File: config.mk
export PLATFORM = sky130hd
export DESIGN_NAME = knn_vote_sink_flat
export DESIGN_NICKNAME = d
export VERILOG_FILES = /design/src/rtl/knn_vote_sink_if.sv /design/src/rtl/knn_vote_sink.sv /design/src/flat_wrapper.sv
export SDC_FILE = /design/constraint.sdc
export NUM_CORES = 1
export LEC_CHECK = 0
export BUFFER_PORTS_ARGS = -buffer_cell sky130_fd_sc_hd__buf_2
export CAP_MARGIN = 20
export CORE_UTILIZATION = 66
export CTS_CLUSTER_SIZE = 10
export DETAILED_ROUTE_END_ITERATION = 16
export PLACE_DENSITY_LB_ADDON = 0.05
export SYNTH_ARGS = -nofsm -noshare
export SYNTH_HDL_FRONTEND = slang
export SYNTH_SLANG_ARGS = --single-unit
File: constraint.sdc
create_clock -name clk_i -period 6.8 [get_ports clk_i]
set_clock_uncertainty 0.05 [all_clocks]
set_input_delay 1.36 -clock clk_i [delete_from_list [all_inputs] [get_ports clk_i]]
set_output_delay 1.36 -clock clk_i [all_outputs]
set_load 0.02 [all_outputs]
File: src/rtl/knn_vote_sink_if.sv
// Handshake bundle between the distance stage/host and the KNN vote sink.
// The sink uses the slave modport; the driving side uses master.
interface knn_vote_sink_if #(
  parameter int WIDTH    = 4,
  parameter int TAG      = 2,
  parameter int MEM_SIZE = 1024
) ();
  logic                        start_i;
  logic [$clog2(MEM_SIZE)-1:0] num_i;
  logic [TAG+2*WIDTH-1:0]      dist_i;
  logic                        valid_i;
  logic                        yumi_o;
  logic                        ready_o;
  logic [TAG-1:0]              class_o;
  logic                        class_v_o;
  logic                        class_yumi_i;
  logic                        busy_o;

  modport master (
    output start_i, num_i, dist_i, valid_i, class_yumi_i,
    input  yumi_o, ready_o, class_o, class_v_o, busy_o
  );

  modport slave (
    input  start_i, num_i, dist_i, valid_i, class_yumi_i,
    output yumi_o, ready_o, class_o, class_v_o, busy_o
  );
endinterface

File: src/rtl/knn_vote_sink.sv
// KNN vote sink: consumes tagged distances, keeps the K nearest in a sorted
// list, then runs a majority vote and offers the winning class with a
// valid/yumi handshake.
module knn_vote_sink #(
  parameter int WIDTH    = 4,
  parameter int TAG      = 2,
  parameter int K        = 3,
  parameter int MEM_SIZE = 1024
) (
  input  logic           clk_i,
  input  logic           rst_n_i,
  knn_vote_sink_if.slave bus
);
  localparam int DW = 2 * WIDTH;
  localparam int NW = $clog2(MEM_SIZE);
  localparam int NC = 1 << TAG;
  localparam int CW = $clog2(K + 1);
  localparam int IW = (K > 1) ? $clog2(K) : 1;

  typedef enum logic [2:0] {
    S_IDLE    = 3'd0,
    S_COLLECT = 3'd1,
    S_VOTE    = 3'd2,
    S_RESOLVE = 3'd3,
    S_DONE    = 3'd4
  } state_t;

  state_t          state;
  logic [NW-1:0]   num_r;
  logic [NW-1:0]   cnt_r;
  logic [IW-1:0]   idx_r;
  logic [DW-1:0]   ent_dist [K];
  logic [TAG-1:0]  ent_tag  [K];
  logic [K-1:0]    ent_vld;
  logic [CW-1:0]   votes    [NC];
  logic [TAG-1:0]  class_r;
  logic            class_v_r;
  logic            ready_r;
  logic            busy_r;

  logic            accept;
  logic [DW-1:0]   new_dist;
  logic [TAG-1:0]  new_tag;
  logic [K-1:0]    gt;
  logic [DW-1:0]   nxt_dist [K];
  logic [TAG-1:0]  nxt_tag  [K];
  logic [K-1:0]    nxt_vld;
  logic [TAG-1:0]  winner;
  logic [CW-1:0]   win_cnt;

  assign accept   = (state == S_COLLECT) && bus.valid_i;
  assign new_dist = bus.dist_i[DW-1:0];
  assign new_tag  = bus.dist_i[TAG+DW-1:DW];

  assign bus.yumi_o    = accept;
  assign bus.ready_o   = ready_r;
  assign bus.busy_o    = busy_r;
  assign bus.class_o   = class_r;
  assign bus.class_v_o = class_v_r;

  // Sorted insertion: the list is a valid prefix sorted ascending, so the
  // "slot is invalid or strictly farther" flags form a monotone run. The
  // first set flag is the insertion point; later slots take their
  // predecessor. Ties leave the older sample in front.
  always_comb begin
    for (int i = 0; i < K; i++) begin
      gt[i] = !ent_vld[i] || (ent_dist[i] > new_dist);
    end
    if (gt[0]) begin
      nxt_dist[0] = new_dist;
      nxt_tag[0]  = new_tag;
      nxt_vld[0]  = 1'b1;
    end else begin
      nxt_dist[0] = ent_dist[0];
      nxt_tag[0]  = ent_tag[0];
      nxt_vld[0]  = ent_vld[0];
    end
    for (int i = 1; i < K; i++) begin
      if (!gt[i]) begin
        nxt_dist[i] = ent_dist[i];
        nxt_tag[i]  = ent_tag[i];
        nxt_vld[i]  = ent_vld[i];
      end else if (!gt[i-1]) begin
        nxt_dist[i] = new_dist;
        nxt_tag[i]  = new_tag;
        nxt_vld[i]  = 1'b1;
      end else begin
        nxt_dist[i] = ent_dist[i-1];
        nxt_tag[i]  = ent_tag[i-1];
        nxt_vld[i]  = ent_vld[i-1];
      end
    end
  end

  // Winner pick: walk from the farthest entry to the nearest with >=, so the
  // class with the highest count wins and a count tie goes to the class
  // owning the nearest entry.
  always_comb begin
    winner  = {TAG{1'b0}};
    win_cnt = {CW{1'b0}};
    for (int j = K - 1; j >= 0; j--) begin
      if (ent_vld[j] && (votes[ent_tag[j]] >= win_cnt)) begin
        winner  = ent_tag[j];
        win_cnt = votes[ent_tag[j]];
      end else begin
        winner  = winner;
        win_cnt = win_cnt;
      end
    end
  end

  // Control FSM with the entry list, vote counters and registered outputs.
  always_ff @(posedge clk_i or negedge rst_n_i) begin
    if (!rst_n_i) begin
      state     <= S_IDLE;
      num_r     <= {NW{1'b0}};
      cnt_r     <= {NW{1'b0}};
      idx_r     <= {IW{1'b0}};
      ent_vld   <= {K{1'b0}};
      class_r   <= {TAG{1'b0}};
      class_v_r <= 1'b0;
      ready_r   <= 1'b1;
      busy_r    <= 1'b0;
      for (int i = 0; i < K; i++) begin
        ent_dist[i] <= {DW{1'b0}};
        ent_tag[i]  <= {TAG{1'b0}};
      end
      for (int c = 0; c < NC; c++) begin
        votes[c] <= {CW{1'b0}};
      end
    end else begin
      case (state)
        S_IDLE: begin
          if (bus.start_i) begin
            num_r   <= bus.num_i;
            cnt_r   <= {NW{1'b0}};
            idx_r   <= {IW{1'b0}};
            ent_vld <= {K{1'b0}};
            for (int c = 0; c < NC; c++) begin
              votes[c] <= {CW{1'b0}};
            end
            ready_r <= 1'b0;
            busy_r  <= 1'b1;
            state   <= S_COLLECT;
          end else begin
            state <= S_IDLE;
          end
        end
        S_COLLECT: begin
          if (accept) begin
            ent_vld <= nxt_vld;
            for (int i = 0; i < K; i++) begin
              ent_dist[i] <= nxt_dist[i];
              ent_tag[i]  <= nxt_tag[i];
            end
            cnt_r <= cnt_r + {{(NW-1){1'b0}}, 1'b1};
            if (cnt_r == num_r) begin
              state <= S_VOTE;
            end else begin
              state <= S_COLLECT;
            end
          end else begin
            state <= S_COLLECT;
          end
        end
        S_VOTE: begin
          if (ent_vld[idx_r]) begin
            votes[ent_tag[idx_r]] <= votes[ent_tag[idx_r]] + {{(CW-1){1'b0}}, 1'b1};
          end else begin
            votes[ent_tag[idx_r]] <= votes[ent_tag[idx_r]];
          end
          if (idx_r == IW'(K - 1)) begin
            state <= S_RESOLVE;
          end else begin
            idx_r <= idx_r + {{(IW-1){1'b0}}, 1'b1};
            state <= S_VOTE;
          end
        end
        S_RESOLVE: begin
          class_r   <= winner;
          class_v_r <= 1'b1;
          state     <= S_DONE;
        end
        S_DONE: begin
          if (bus.class_yumi_i && class_v_r) begin
            class_v_r <= 1'b0;
            ready_r   <= 1'b1;
            busy_r    <= 1'b0;
            state     <= S_IDLE;
          end else begin
            state <= S_DONE;
          end
        end
        default: begin
          state     <= S_IDLE;
          class_v_r <= 1'b0;
          ready_r   <= 1'b1;
          busy_r    <= 1'b0;
        end
      endcase
    end
  end
endmodule

File: src/flat_wrapper.sv
// flat-port wrapper written by rule: the top's interface ports become plain ports
module knn_vote_sink_flat 
#(
  parameter int WIDTH    = 4,
  parameter int TAG      = 2,
  parameter int K        = 3,
  parameter int MEM_SIZE = 1024
)
  (clk_i, rst_n_i, bus_start_i, bus_num_i, bus_dist_i, bus_valid_i, bus_class_yumi_i, bus_yumi_o, bus_ready_o, bus_class_o, bus_class_v_o, bus_busy_o);
  knn_vote_sink_if #(.WIDTH(WIDTH), .TAG(TAG), .MEM_SIZE(MEM_SIZE)) bus_i ();
  input  logic clk_i;
  input  logic rst_n_i;
  input wire logic [$bits(bus_i.start_i)-1:0] bus_start_i;
  input wire logic [$bits(bus_i.num_i)-1:0] bus_num_i;
  input wire logic [$bits(bus_i.dist_i)-1:0] bus_dist_i;
  input wire logic [$bits(bus_i.valid_i)-1:0] bus_valid_i;
  input wire logic [$bits(bus_i.class_yumi_i)-1:0] bus_class_yumi_i;
  output wire logic [$bits(bus_i.yumi_o)-1:0] bus_yumi_o;
  output wire logic [$bits(bus_i.ready_o)-1:0] bus_ready_o;
  output wire logic [$bits(bus_i.class_o)-1:0] bus_class_o;
  output wire logic [$bits(bus_i.class_v_o)-1:0] bus_class_v_o;
  output wire logic [$bits(bus_i.busy_o)-1:0] bus_busy_o;
  assign bus_i.start_i = bus_start_i;
  assign bus_i.num_i = bus_num_i;
  assign bus_i.dist_i = bus_dist_i;
  assign bus_i.valid_i = bus_valid_i;
  assign bus_i.class_yumi_i = bus_class_yumi_i;
  assign bus_yumi_o = bus_i.yumi_o;
  assign bus_ready_o = bus_i.ready_o;
  assign bus_class_o = bus_i.class_o;
  assign bus_class_v_o = bus_i.class_v_o;
  assign bus_busy_o = bus_i.busy_o;
  knn_vote_sink #(.WIDTH(WIDTH), .TAG(TAG), .K(K), .MEM_SIZE(MEM_SIZE)) u_core (.clk_i(clk_i), .rst_n_i(rst_n_i), .bus(bus_i));
endmodule
Word level (Yosys, flattened, before mapping)
Cells that the tools add are included.
{"block": "totals", "reg_bits": 71, "latchBits": 0, "ramBits": 0, "rom_bits": 0, "inputBits": 25, "out_inout_bits": 6, "wordCells": 146, "n_memories": 0}
{"block": "classes", "n_addsub": 3, "n_mul": 0, "n_div": 0, "magnitude_cmp": 13, "n_eq_ne": 13, "shift": 0, "mux": 60, "n_bitwise": 7, "reduce_logical": 29}
{"op": "2-bit two-way mux", "count": 22}
{"op": "8-bit two-way mux", "count": 4}
{"op": "8-bit > comparator", "count": 3}
{"op": "2-bit binary-select mux with 2-bit select", "count": 5}
{"op": "10-bit two-way mux", "count": 2}
{"op": "10-bit one-hot mux with 2 select lines", "count": 1}
{"op": "3-bit AND reduction", "count": 6}
{"op": "8-bit bitwise mux", "count": 2}
{"op": "8-bit one-hot mux with 2 select lines", "count": 1}
{"op": "3-bit greater-or-equal comparator (second input constant)", "count": 5}
{"op": "2-bit inverter with 3-bit output", "count": 5}
{"op": "3-bit one-hot mux with 5 select lines", "count": 1}
{"op": "1-bit two-way mux", "count": 12}
{"op": "4-bit AND reduction", "count": 3}
{"op": "10-bit by 1-bit adder with 10-bit output (second input constant)", "count": 1}
{"op": "10-bit equality test", "count": 1}
{"op": "3-bit two-way mux", "count": 3}
{"op": "1-bit one-hot mux with 3 select lines", "count": 3}
{"op": "2-bit by 1-bit inequality test with 1-bit output (second input constant)", "count": 4}
{"op": "3-bit by 2-bit equality test with 1-bit output (second input constant)", "count": 2}
{"op": "1-bit logical AND", "count": 6}
{"op": "2-bit inequality test (second input constant)", "count": 3}
{"op": "3-bit one-hot mux with 2 select lines", "count": 1}
{"op": "2-bit AND reduction", "count": 3}
{"op": "other kinds (17)", "count": 26}

Depth between registers and ports, before layout
Gate-level depths: netlist of the first run.
{"block": "logic_depth", "word_depth": 13, "mapped_depth": 14, "mapped_depth_nobuf": 13}

Least setup slack after synthesis of the first run
No wires, ideal clock.
{"block": "synth_path", "path_type": "input port to output port", "from": "input port bus_valid_i", "to": "output port bus_yumi_o", "arrival_time_ns": 2.242, "t_required_ns": 5.390, "setup_slack_ns": 3.148, "path_stages": 5, "n_path_buf": 3, "path_cell_list": "nand4bb_1 buf_2 inv_1 buf_2 buf_1"}
{"block": "synth_via", "elab_chain_len": 1}
{"item": "from (decl)", "line": "flat_wrapper.sv:16", "source": "input wire logic [$bits(bus_i.valid_i)-1:0] bus_valid_i;"}
{"item": "1-bit logical AND", "line": "knn_vote_sink.sv:51", "source": "assign accept = (state == S_COLLECT) && bus.valid_i;"}
{"item": "to (decl)", "line": "flat_wrapper.sv:18", "source": "output wire logic [$bits(bus_i.yumi_o)-1:0] bus_yumi_o;"}
Every way passes these cells.

Final worst setup path of the first run
Ends and elaborated chain as after synthesis.

==> impl.org, run 1 <==
** Run status
- The run finished, with violations left.
- The checks that failed: DRC.

** Global routing
- Pin count of the biggest net entering global routing :: 72
- The total overflow left after global routing is 0.
- The number of global-route vias before repair came to between 3000 and 4000.
- Across every metal layer, demand over resource in global routing totals 32.59%.
- The initial antenna violation count is 0.
- The first global-routing pass estimated about 18 mm of wire.

** Job
- Max-cap violations in this run came to 0.

** Final layout
- Nets@finish :: between 500 and 600
- Diodes inserted :: 0
- The finished cells cover 0.004815 mm2.
- In the final layout, the multi-input gates occupy 0.002495 mm2.
- The filler cells instantiated in the layout total 474.
- Fraction of final layout cells with drive strength greater than 1 :: 16.46%
- Area of all sequential standard cells :: 0.001778 mm2
- Compared with the post-synthesis result, the final layout area differs by 8.272%.
- For this run, the share of the core covered by cells in the final layout is 74.97%.
- Once layout is complete, the cells apart from fillers number 557.

** Setup path
- Worst EP required :: 5390 ps
- The largest single stage delay on the critical path is 650 ps.
- Critical Path Source Type :: input port
- The largest individual stage delay along the critical path comes from the cell inv_1.
- Top Family by Delay on Critical Path :: buffers and inverters
- CP Max Fanout :: 20
- Data arrives at the worst endpoint at 2750 ps.
- Counting stages on the worst path, the most repeated cell is buf_2.
- Sequence of cells on the critical path :: buf_2 > nand4bb_1 > inv_1 > buf_2
- The worst setup path is of the input port to output port kind.
- Endpoint class of the critical path :: output port
- The number of buffers and inverters on the critical path is 3.

** Clock network
- The H-tree generated during clock tree synthesis spans 3 levels.
- Number of clock buffers inserted by TritonCTS :: 9
- Counting every sink on the clock net gives between 70 and 80.
- After clock tree synthesis, the repair step resized 0 gates.
- In this run the post-CTS setup repair buffer count came out at 0.
- Post-CTS Hold Fix Bufs :: 0
- Clock slew at reported path FFs :: 80 ps
- Root buffer cell :: clkbuf_8
- For the worst-skew pair, the clock arrives at the later sink with an insertion delay of 360 ps.
- No sink is reached through more buffers than the 2 on the longest clock path.
- TritonCTS built the clock tree.

** Pwr
- Of the total power, the share spent switching nets is about 44%.
- Share of total power in sequential cells :: around a third
- The share of total power dissipated in the clock network is 15.7%.
- Summed over all cells, the static leakage comes to 2.157 nW.
- Overall power consumption :: around 2.4 mW
- IR Drop Worst-Case VDD :: 0.3215 mV
- In this run the power density over the cells is 500.8 mW/mm2.
- Int Pwr :: around 1.3 mW
- Switching component of the power :: 1.069 mW
- Of the total power, combinational logic draws 50.3%.

** Route
- Across all layers, the routed design uses around 3700 vias.
- The first detailed-routing pass ran for 11 iterations.
- For this run, design rule violations remaining after detail routing come to 4.
- In the final routed layout, each cell accounts on average for 18.84 um.
- Ratio of routed vias to standard cells :: 6.623
- Routed wire length :: roughly 10 mm
- Detailed router's first-iteration violation count :: 216
- Final ANT Viol Nets :: 0

** Die
- The floorplan has 29 rows.
- The initial utilization of the core area, before any placement, comes to approximately 69%.
- Area enclosed by the die boundary :: 0.007069 mm2
- Number of top-level pins :: 31
- Height of the chip :: 84.08 um
- The core region is 0.006422 mm2.
- Die width :: around 84 um

** Synthesis
- Seq/Total Area, Yosys :: 39.98%
- Counting flops with a built-in enable in the synthesized netlist gives 0.
- FFs w/ async S/R, synth :: 100.0%
- Flops & latches, synth :: approximately 70
- Yosys printed 0 warnings.
- Dividing the synthesized area by the synthesized cell count gives between 9 and 10 um2.
- Mapped Nets :: 512
- After synthesis the cells add up to 0.004447 mm2.
- For this run, the leading register cell type out of synthesis is dfrtp_1.
- Counting distinct cell types in the post-synthesis netlist gives between 60 and 70.
- Post-synthesis cell count :: around 460

** STA
- In the post-route analysis, the smallest setup slack over all paths is 2636 ps.
- The count of final hold-check violations was 0.
- The number of max-slew violations in the final report was 0.
- Post-route worst hold slack :: 426.1 ps
- Fin crit share :: 61.23%
- The clock period could shrink to 4164 ps.
- Finish-stage setup viols :: 0
- Total negative slack for setup checks :: 0 ps
- Measured against its own limit, the worst slew margin works out to 25.09%.
- Setup repair after global routing left no endpoint under its margin.
- Worst Max-Slew Pin Slew :: 1109 ps
- Timing would allow up to 240.2 MHz.

** Place
- At the placement stage, the worst setup path has a slack of roughly 2700 ps.
- Total placed instance area :: 0.004594 mm2
- Half-perimeter wire length after placement :: 7.288 mm
- Placed Cells incl. Taps :: about 540
- Number of buffers inserted by port buffering :: 30
- Routability-driven placement finished with a final weighted congestion of 0.9267.

** Worst hold path
- Worst Hold Class :: flop to flop
[per-layer routing]
metal / wire (um) / share of wire, % / up-vias / global-route usage [%]
met5: 0 / 0 / - / 0
met4: 319 / 3.0 / 0 / 18.81
met3: 602 / 5.7 / 26 / 4.649
met2: 5060 / 48 / 142 / 52.01
met1: 4509 / 43 / 1781 / 42.67
li1: - / - / 1740 / -
[sequential cells by signal, summed over array words and instances (netlist names)]
name                  cells
u_core.bus.busy_o         1
u_core.bus.class_o        2
u_core.bus.class_v_o      1
u_core.bus.ready_o        1
u_core.cnt_r             10
u_core.ent_dist          24
u_core.ent_tag            6
u_core.ent_vld            3
u_core.idx_r              2
u_core.num_r             10
u_core.state              3
u_core.votes              8
[kinds of logic after synthesis]
group | Yosys count | share of synthesized area [%]
compound gates | 128 | 18.85
xor+xnor | 18 | 3.545
fa+ha+maj | 30 | 8.441
buf+inv | 41 | 4.108
flops | 71 | 39.98
mux | 28 | 9.117
simple gates | 141 | 15.95
[Yosys cell counts, drive strengths merged (7+ instances only)]
| cell type | instances | share of area, % |
|---|---|---|
| buf | 7 | 1.2 |
| nand2 | 54 | 4.6 |
| nor2 | 19 | 1.7 |
| a31oi | 32 | 4.5 |
| nand4 | 11 | 1.5 |
| nand3 | 24 | 2.7 |
| mux2 | 13 | 4.1 |
| inv | 16 | 1.4 |
| clkbuf | 18 | 1.5 |
| xnor2 | 11 | 2.2 |
| ha | 30 | 8.4 |
| a21oi | 27 | 3.0 |
| o211ai | 13 | 2.2 |
| dfrtp | 70 | 39 |
| o21ai | 29 | 3.6 |
| mux2i | 9 | 2.0 |
| xor2 | 7 | 1.4 |
[cell type report]
type,instances,share of cell area [%]
multi-input combinational,345,51.82
sequential,71,36.93
timing repair buffer,32,3.430
clock buffer,9,2.573
clock inverter,7,2.001
tap,77,2.001
inverter,16,1.247
[final timing paths]
path                                        from                    end  slack, ps  cells after the start
max in group asynchronous                rst_n_i    u_core.ent_dist[13]       4970                      2
min in group asynchronous                rst_n_i        u_core.votes[4]       1150                      2
max reg2reg                    u_core.ent_tag[0]  u_core.bus.class_o[1]       3140                     13
max                                  bus_valid_i             bus_yumi_o       2640                      4
min reg2reg                u_core.bus.class_o[0]  u_core.bus.class_o[0]        430                      2
min                        u_core.bus.class_o[0]  u_core.bus.class_o[0]        430                      2
[worst min-delay path, stage by stage, from the launching register on]
cell	delay, ps
dfrtp_1	350
nand2_1	50
o31ai_1	50
[power by group through the flow]
stage / combinational (mW) / sequential (mW) / clock, mW
3_3_place_gp: 1.12 / 0.804 / 0
4_1_cts: 1.20 / 0.812 / 0.382
5_1_grt: 1.35 / 0.844 / 0.396
2_1_floorplan: 0.953 / 0.756 / 0
6_report: 1.21 / 0.818 / 0.380
3_5_place_dp: 1.19 / 0.819 / 0
[layout by cell type, fill, tap and decap left out, types with 13 or more instances in the layout]
| master | n |
|---|---|
| ha_1 | 30 |
| nand2_1 | 54 |
| nand3_1 | 24 |
| nor2_1 | 17 |
| dfrtp_1 | 70 |
| o211ai_1 | 13 |
| a31oi_1 | 32 |
| a21oi_1 | 27 |
| buf_2 | 30 |
| inv_1 | 16 |
| o21ai_0 | 27 |
Note: power is estimated with default switching activity, not from simulation.
==> run 2, diff against run 1 <==
--- a/config.mk
+++ b/config.mk
@@ -5,9 +5,10 @@
 export SDC_FILE = /design/constraint.sdc
 export NUM_CORES = 1
 export LEC_CHECK = 0
+export ABC_AREA = 1
 export BUFFER_PORTS_ARGS = -buffer_cell sky130_fd_sc_hd__buf_2
 export CAP_MARGIN = 20
-export CORE_UTILIZATION = 66
+export CORE_UTILIZATION = 55
 export CTS_CLUSTER_SIZE = 10
 export DETAILED_ROUTE_END_ITERATION = 16
 export PLACE_DENSITY_LB_ADDON = 0.05
==> constraint.sdc (replaced) <==
create_clock -name clk_i -period 3.5 [get_ports clk_i]
set_clock_uncertainty 0.05 [all_clocks]
set_input_delay 0.7 -clock clk_i [delete_from_list [all_inputs] [get_ports clk_i]]
set_output_delay 0.7 -clock clk_i [all_outputs]
set_load 0.02 [all_outputs]
==> run 2 against run 1 <==
Against the previous run:
- the flow now finishes without violations
- worst setup slack worse by 2100 ps
- area after synthesis up 0.65%
- total power up 86%
- utilization down 12 points
- combinational power up 92%
- routed wire length down 0.84%
- sequential power up 72%
- via count up 8.0%
- synthesized cell count up 33%
- final cell count up 34%
- clock power up 96%
- first-iteration DRC count down 9.3%
- critical path type is now flop to flop
==> impl.org, run 2 <==
** STA
- Worst relative slew slack :: 57.18% (+32 points)
- The sum of negative setup slack came to 0 ps (unchanged).
- The final critical path takes up a little over four fifths of the cycle.
- Setup repair after global routing left no endpoint under its margin.
- The worst path in the final design needs a cycle of 2921 ps, including I/O delays and setup.
- Final hold violation count :: 0 (unchanged)
- The number of max-slew violations in the final report was 0 (unchanged).
- The setup violation total in the final timing report is 0 (unchanged).
- Worst Max-Slew Pin Slew :: 640.7 ps (-468.3 ps)
- Fmax :: 342.4 MHz

** Setup path
- The data arrival time at the worst-slack endpoint is 3100 ps (+350 ps).
- Endpoint class of the critical path :: flop
- Critical path class :: flop to flop
- STA classifies the critical path startpoint as a flop.
- The required time at the worst-slack endpoint is 3680 ps (-1710 ps).
- The highest net fanout along the worst path is 8 (-60%).

** Clock network
- The clock-pin slew on the worst setup and hold paths came to 80 ps (about the same).
- Skew-Pair Late Insertion Delay :: 360 ps (about the same)
- The number of sinks handled by clock tree synthesis is 71 (unchanged).
- CTS resizes :: 0 (unchanged)
- H-tree depth reported by CTS :: 3 (unchanged)
- Root buffer cell :: clkbuf_8
- TritonCTS built the clock tree.
- Longest Clk Path Bufs :: 2 (unchanged)
- Number of clock buffers inserted by TritonCTS :: 9 (unchanged)
- Buffers inserted by post-CTS timing repair :: 0 (unchanged)
- The number of hold-repair buffers added at the cts stage is 0 (unchanged).

** Synthesis
- The number of synthesized register bits is 71 (unchanged).
- The post-synthesis net count was 661 (+29%).
- In the post-synthesis netlist, the biggest area contributors are dfrtp_1, nand2_1, ha_1.
- The area of the mapped netlist came to 0.004476 mm2 (+0.65%).
- The top-area cell type share of the netlist area came to 39.14% (-0.25 points).
- Average size of a mapped cell :: 7.385 um2 (-24%)
- The sequential-to-total area share from yosys stat is 39.73% (-0.26 points).
- Biggest area consumer among synthesized cells :: dfrtp_1
- The number of enable-type register cells in the synthesized netlist came to 0 (unchanged).
- Counting instances in the post-synthesis netlist gives the leading cell types as nand2_1, dfrtp_1, inv_1.
- The most used flip-flop cell after synthesis is dfrtp_1.
- The number of distinct standard cells referenced by the synthesized netlist came to 33 (-47%).
- Library cell with the highest instance count after synthesis :: nand2_1
- The share of flip-flops with an asynchronous set or reset was 100.0% (unchanged).
- Ys Warns :: 0 (unchanged)
- The gate count after technology mapping is 606 (+33%).

** Global routing
- The total track usage came to 26.46% (-6.1 points).
- Pin count of the biggest net entering global routing :: 31 (-57%)
- Antenna violations before repair :: 0 (unchanged)
- Grt ovf :: 0 (unchanged)
- Wire length of the first global-routing pass :: 17.62 mm (-0.78%)
- The number of global-route vias before repair is 3667 (+0.58%).

** Pwr
- The power per standard cell area is 903.2 mW/mm2 (+80%).
- The largest voltage drop on the vdd net is 0.4961 mV (+54%).
- Overall power consumption :: 4.475 mW (+86%)
- The standby leakage power is 2.580 nW (+20%).

** Final layout
- More flip-flops sit in one register than any other, and that register is u_core.ent_dist.
- The antenna diode count is 0 (unchanged).
- The area growth from synthesis to layout is 10.71%.
- Nets@finish :: 696 (+31%)
- Leaving out fill and tap cells, the most frequent cell in the layout is nand2_1.
- Top library cells by usage in the layout, fill and taps aside :: nand2_1, dfrtp_1, inv_1
- The number of flip-flops under the largest register name was 24 (unchanged).
- Fraction of final layout cells with drive strength greater than 1 :: 13.47% (-3.0 points)
- Area of all sequential standard cells :: 0.001778 mm2 (unchanged)
- Fillcell total :: 725 (+53%)
- Largest registers in the final layout :: u_core.ent_dist: 24 flops, u_core.cnt_r: 10 flops, u_core.num_r: 10 flops
- The area of the multi-input gates is 0.002382 mm2 (-4.5%).

** Route
- Ratio of routed vias to standard cells :: 5.325 (-20%)
- The via count was 3983 (+8.0%).
- The total iterations of the first detailed-routing run came to 5 (-6).
- The post-detailed-routing wire length is 10.40 mm (-0.84%).
- The initial DRC count was 196 (-9.3%).
- Final ANT Viol Nets :: 0 (unchanged)
- DRC violation count after routing :: 0 (-4)
- Routed WL per cell :: 13.91 um (-26%)

** Place
- Final Wtd Congestion :: 0.9141 (-1.4%)
- Half-perimeter wire length after placement :: 7.663 mm (+5.1%)
- The number of buffer cells added on primary ports came to 30 (unchanged).

** Die
- Number of standard-cell rows in the floorplan :: 32 (+10%)
- The initial standard-cell utilization of the core was 57.32% (-12 points).
- Die width :: 92.21 um (+9.7%)
- The I/O pin count is 31 (unchanged).
- The core box area is 0.007807 mm2 (+22%).
- The area of the die came to 0.008502 mm2 (+20%).
- The height of the die came to 92.21 um (+9.7%).

** Run status
- The run finished with clean final reports.

** Job
- Max-cap violations :: 0 (unchanged)

** Worst hold path
- The path class of the tightest hold or removal check is input port to async pin.
[run 2: worst paths after layout]
kind | start | end | slack (ps) | cells after the start
setup / recovery | u_core.ent_tag[0] | u_core.bus.class_o[1] | 580 | 15
hold / removal | rst_n_i | u_core.ent_dist[10] | 300 | 1
setup reg to reg | u_core.ent_tag[0] | u_core.bus.class_o[1] | 580 | 15
hold reg to reg | u_core.bus.busy_o | u_core.bus.busy_o | 430 | 2
max in group asynchronous | rst_n_i | u_core.cnt_r[4] | 2260 | 2
min in group clk_i | u_core.bus.busy_o | u_core.bus.busy_o | 430 | 2
[run 2: worst max-delay path, stage by stage, from the launching register on]
cell and delay [ps]:
dfrtp_1 460, inv_1 120, a21oi_1 140, o21ai_0 90, a21oi_1 190, ha_1 260
o21a_1 190, o21ai_2 240, o21ai_0 150, ha_1 280, o21ai_0 150, nand2_1 80
nand2_1 90, o21ai_0 80, a31oi_1 140, o21ai_0 90
[run 2: stage by stage]
stage	instance area [um2]	instances	utilization, %	setup WS [ps]	hold WS (ps)
after floorplan	4476	606	-	750.5	354.4
after global placement	4731	732	60.59	489.5	401.2
after detailed placement	4731	732	60.59	481.7	415.4
after CTS	4951	748	63.41	440.5	317.3
after global routing	4955	748	63.46	146.3	340.8
final	4955	748	63.46	579.3	304.2
[run 2: area by class of cell]
class | instances | area share (%)
flip-flops and latches | 71 | 35.88
inverters | 65 | 4.924
repair buffers | 37 | 4.091
clock inverters | 7 | 1.944
well taps | 102 | 2.576
clock buffers | 9 | 2.500
multi-input cells | 457 | 48.08
[run 2: cells by family after synthesis]
| family | count (synthesis) | share of synthesized area, % |
|---|---|---|
| and+or+nand+nor | 301 | 28.63 |
| AOI/OAI and AO/OA | 116 | 14.17 |
| xor gates and xnor gates | 10 | 1.957 |
| buffers and inverters | 78 | 7.129 |
| adders and majority gates | 30 | 8.387 |
| DFF | 71 | 39.73 |
[run 2: power by group]
group | total [mW] | switching (mW) | leakage (nW) | internal [mW]
clock network | 0.744 | 0.342 | 0.102 | 0.402
registers | 1.41 | 0.282 | 0.904 | 1.13
logic | 2.32 | 1.49 | 1.57 | 0.835
total | 4.48 | 2.11 | 2.58 | 2.37
[run 2: routing by layer]
layer  share of wire [%]  global-route usage (%)  up-vias
li1                    -                       -     2029
met1                  50                   39.41     1856
met2                  43                   39.80       86
met3                 5.0                   3.731       12
met4                 1.2                   7.943        0
met5                   0                       0        -
==> run 3, diff against run 2 <==
--- a/config.mk
+++ b/config.mk
@@ -5,10 +5,10 @@
 export SDC_FILE = /design/constraint.sdc
 export NUM_CORES = 1
 export LEC_CHECK = 0
-export ABC_AREA = 1
+export ABC_AREA = 0
 export BUFFER_PORTS_ARGS = -buffer_cell sky130_fd_sc_hd__buf_2
 export CAP_MARGIN = 20
-export CORE_UTILIZATION = 55
+export CORE_UTILIZATION = 61
 export CTS_CLUSTER_SIZE = 10
 export DETAILED_ROUTE_END_ITERATION = 16
 export PLACE_DENSITY_LB_ADDON = 0.05
==> constraint.sdc (replaced) <==
create_clock -name clk_i -period 3 [get_ports clk_i]
set_clock_uncertainty 0.05 [all_clocks]
set_input_delay 0.6 -clock clk_i [delete_from_list [all_inputs] [get_ports clk_i]]
set_output_delay 0.6 -clock clk_i [all_outputs]
set_load 0.02 [all_outputs]
==> run 3 against run 2 <==
Against the previous run:
- the flow now finishes with violations (setup timing)
- total power grew 35%
- global-route usage rose by 3.2 points
- fmax down 5.7%
- die area fell by 10%
- non-clock buffer count is 21 higher
- worst hold slack worse by 86 ps
- design area rose by 3.9%
- utilization is 11 points higher
- sequential cell count unchanged
- critical path depth shrank 2
- routed wire length rose by 0.60%
- highest routed layer unchanged
==> impl.org, run 3 (synthesis results as in run 1) <==
** Pwr
- The standby leakage power was 2.315 nW (-10%).
- Power per cell area :: 1170 mW/mm2 (+30%)
- The largest voltage drop on the vdd net is 0.5859 mV (+18%).
- Overall power consumption :: 6.025 mW (+35%)

** Setup path
- Worst EP required :: 3210 ps (-470 ps)
- The combined buffer and inverter count along the critical path was 0 (-1).
- Reg-to-reg critical path endpoint :: u_core.bus.class_o[1]
- The register-to-register setup slack is -100 ps (-680 ps).
- The largest incremental delay on the critical path came to 520 ps (+60 ps).
- Most Frequent Cell on Critical Path :: nand2b_4
- Arrival time of data at the critical path endpoint :: 3300 ps (+200 ps)
- The highest net fanout along the worst path was 2 (-6).
- The critical path is of the flop to flop type.
- Endpoint class of the critical path :: flop
- STA classifies the critical path startpoint as a flop.
- Start of the worst register-to-register path :: u_core.ent_tag[0]
- Sequence of cells on the critical path :: mux4_2 > and2_4 > ha_4 > nand2b_4 > a21o_1 > and2_4 > mux2_4 > ha_4 > nand2b_4 > a21oi_4 > nand2b_4 > nor2_2 > o31ai_2
- Worst-case reg-to-reg path depth :: 13 (-2)
- Critical path's slowest cell :: mux4_2
- Top Family by Delay on Critical Path :: multiplexers

** Global routing
- Grt ovf :: 0 (unchanged)
- The pin count of the biggest net entering global routing was 72 (+130%).
- Vias in the first global route :: 3452 (-5.9%)
- Antenna violations before repair :: 0 (unchanged)
- Global router's overall resource usage :: 29.66% (+3.2 points)
- The met3 global-route usage is 5.782% (+2.1 points).
- Most utilized layer in the global route result :: met2
- The met2 track demand over resource in global routing was 46.59% (+6.8 points).
- The global-route wire length before repair is 17.11 mm (-2.9%).
- The met1 usage in global routing is 41.56% (+2.1 points).

** Run status
- Violations in the final reports :: setup timing
- The run finished, with violations left.

** STA
- Unrepaired setup endpoints after global routing :: true
- The normalized max-slew margin came to 51.96% (-5.2 points).
- Finish-stage setup viols :: 2 (+2)
- The final setup slack of the worst path was -98.58 ps (-677.9 ps).
- The minimum period implied by the final worst setup slack came to 3099 ps (+177.9 ps).
- Post-route worst hold slack :: 218.1 ps (-86.17 ps)
- Final hold violation count :: 0 (unchanged)
- The final critical-path share of the clock period is 103.3% (+20 points).
- Final count of pins violating max slew :: 0 (unchanged)
- The highest attainable clock frequency was 322.7 MHz (-5.7%).
- Worst Max-Slew Pin Slew :: 717.6 ps (+76.86 ps)

** Die
- The I/O pin count is 31 (unchanged).
- The height of the die came to 87.38 um (-5.2%).
- Number of standard-cell rows in the floorplan :: 30 (-6.3%)
- Initial Util :: 64.38% (+7.1 points)
- Die width :: 87.38 um (-5.2%)
- The core box area was 0.006907 mm2 (-12%).
- Area enclosed by the die boundary :: 0.007635 mm2 (-10%)

** Clock network
- Number of clock buffers inserted by TritonCTS :: 9 (unchanged)
- Root buffer cell :: clkbuf_8
- The number of sinks handled by clock tree synthesis is 71 (unchanged).
- The clock insertion delay at the later pin of the skew report is 350 ps (about the same).
- The count of H-tree levels built during CTS was 3 (unchanged).
- The clock-pin slew on the worst setup and hold paths was 80 ps (about the same).
- The number of hold-repair buffers added at the cts stage was 0 (unchanged).
- Clock tree from TritonCTS :: built
- The maximum root-to-sink buffer count is 2 (unchanged).

** Route
- The remaining design rule violation count was 0 (unchanged).
- The average vias per placed instance was 6.264 (+18%).
- The antenna violation net count after detailed routing is 0 (unchanged).
- The final routed wire length divided by cell count is 17.39 um (+25%).
- DRT Pass-1 Iters :: 4 (-1)
- Routed wire length :: 10.47 mm (+0.60%)
- Via count :: 3771 (-5.3%)
- The initial DRC count was 233 (+19%).

** Place
- Half-perimeter wire length after placement :: 7.441 mm (-2.9%)
- Total placed instance area :: 0.004841 mm2 (+2.3%)
- Number of buffers inserted by port buffering :: 30 (unchanged)
- The last weighted congestion value of the routability-driven placer was 0.9300 (+1.7%).
- Placed Cells incl. Taps :: 582 (-20%)

** Final layout
- The final-stage net count came to 556 (-20%).
- Largest Register :: u_core.ent_dist
- The sequential standard cell area came to 0.001779 mm2 (about the same).
- Diodes inserted :: 0 (unchanged)
- Top library cells by usage in the layout, fill and taps aside :: dfrtp_1, nand2_1, a31oi_1
- The number of flip-flops under the largest register name was 24 (unchanged).
- Fillcell total :: 532 (-27%)
- Final Core Density :: 74.55% (+11 points)
- Signed area change from the synthesized netlist to the final layout :: 15.79%
- The final cell count without fillers was 602 (-20%).
- The post-route standard cell area excluding fillers is 0.005149 mm2 (+3.9%).
- The largest registers in the layout are u_core.ent_dist: 24 flops, u_core.cnt_r: 10 flops, u_core.num_r: 10 flops.
- The library cell used most frequently in the layout, excluding fill and tap cells, is dfrtp_1.
- The share of cells above drive strength 1 came to 23.72% (+10 points).
- The area of the multi-input gates came to 0.002582 mm2 (+8.4%).

** Worst hold path
- The tightest min-delay check is of the input port to async pin type.

** Job
- The max-cap violation count is 0 (unchanged).
run 3: per-layer routing:
metal  up-vias  part of all wire [%]
met5         -                     0
met4         0                   1.1
met3        11                   5.8
met2       109                    48
met1      1864                    45
li1       1787                     -
run 3: worst max-delay path by stage:
stage,slack [ps],start,endpoint,depth (start not counted)
floorplan,0.3,u_core.ent_tag[0],u_core.bus.class_o[0],13
CTS,-40,u_core.ent_tag[0],u_core.bus.class_o[1],13
global placement,-10,u_core.ent_tag[2],u_core.bus.class_o[1],13
global route,-190,u_core.ent_tag[0],u_core.bus.class_o[1],13
detailed placement,-90,u_core.ent_tag[2],u_core.bus.class_o[1],13
finish,-100,u_core.ent_tag[0],u_core.bus.class_o[1],13
run 3: timing repair:
item / 4_1_cts / 5_1_grt
buffers inserted: 3 / 1
pin swaps: 0 / 5
endpoints found under the hold margin: 0 / 0
endpoints found under the setup margin: 2 / 2
gates resized for setup: 3 / 8
run 3: report_power, final:
| group | leakage [nW] | switching (mW) | internal, mW |
|---|---|---|---|
| Sequential | 0.850 | 0.422 | 1.37 |
| Combinational | 1.36 | 1.70 | 1.64 |
| Clock | 0.109 | 0.388 | 0.495 |
run 3: area by class of cell:
cell class	instances	share of cell area, %
well taps	96	2.333
clock inverters	6	1.798
flip-flops and latches	71	34.56
repair buffers	58	7.315
inverters	16	1.166
clock buffers	10	2.673
multi-input cells	345	50.16
run 3: per-stage QoR:
step	setup TNS, ps	worst slack, ps
after floorplan	0	0.3291
after global routing	-359.6	-185.3
after global placement	-29.46	-14.87
after detailed placement	-164.8	-85.28
final	-180.9	-98.58
after CTS	-64.75	-38.58
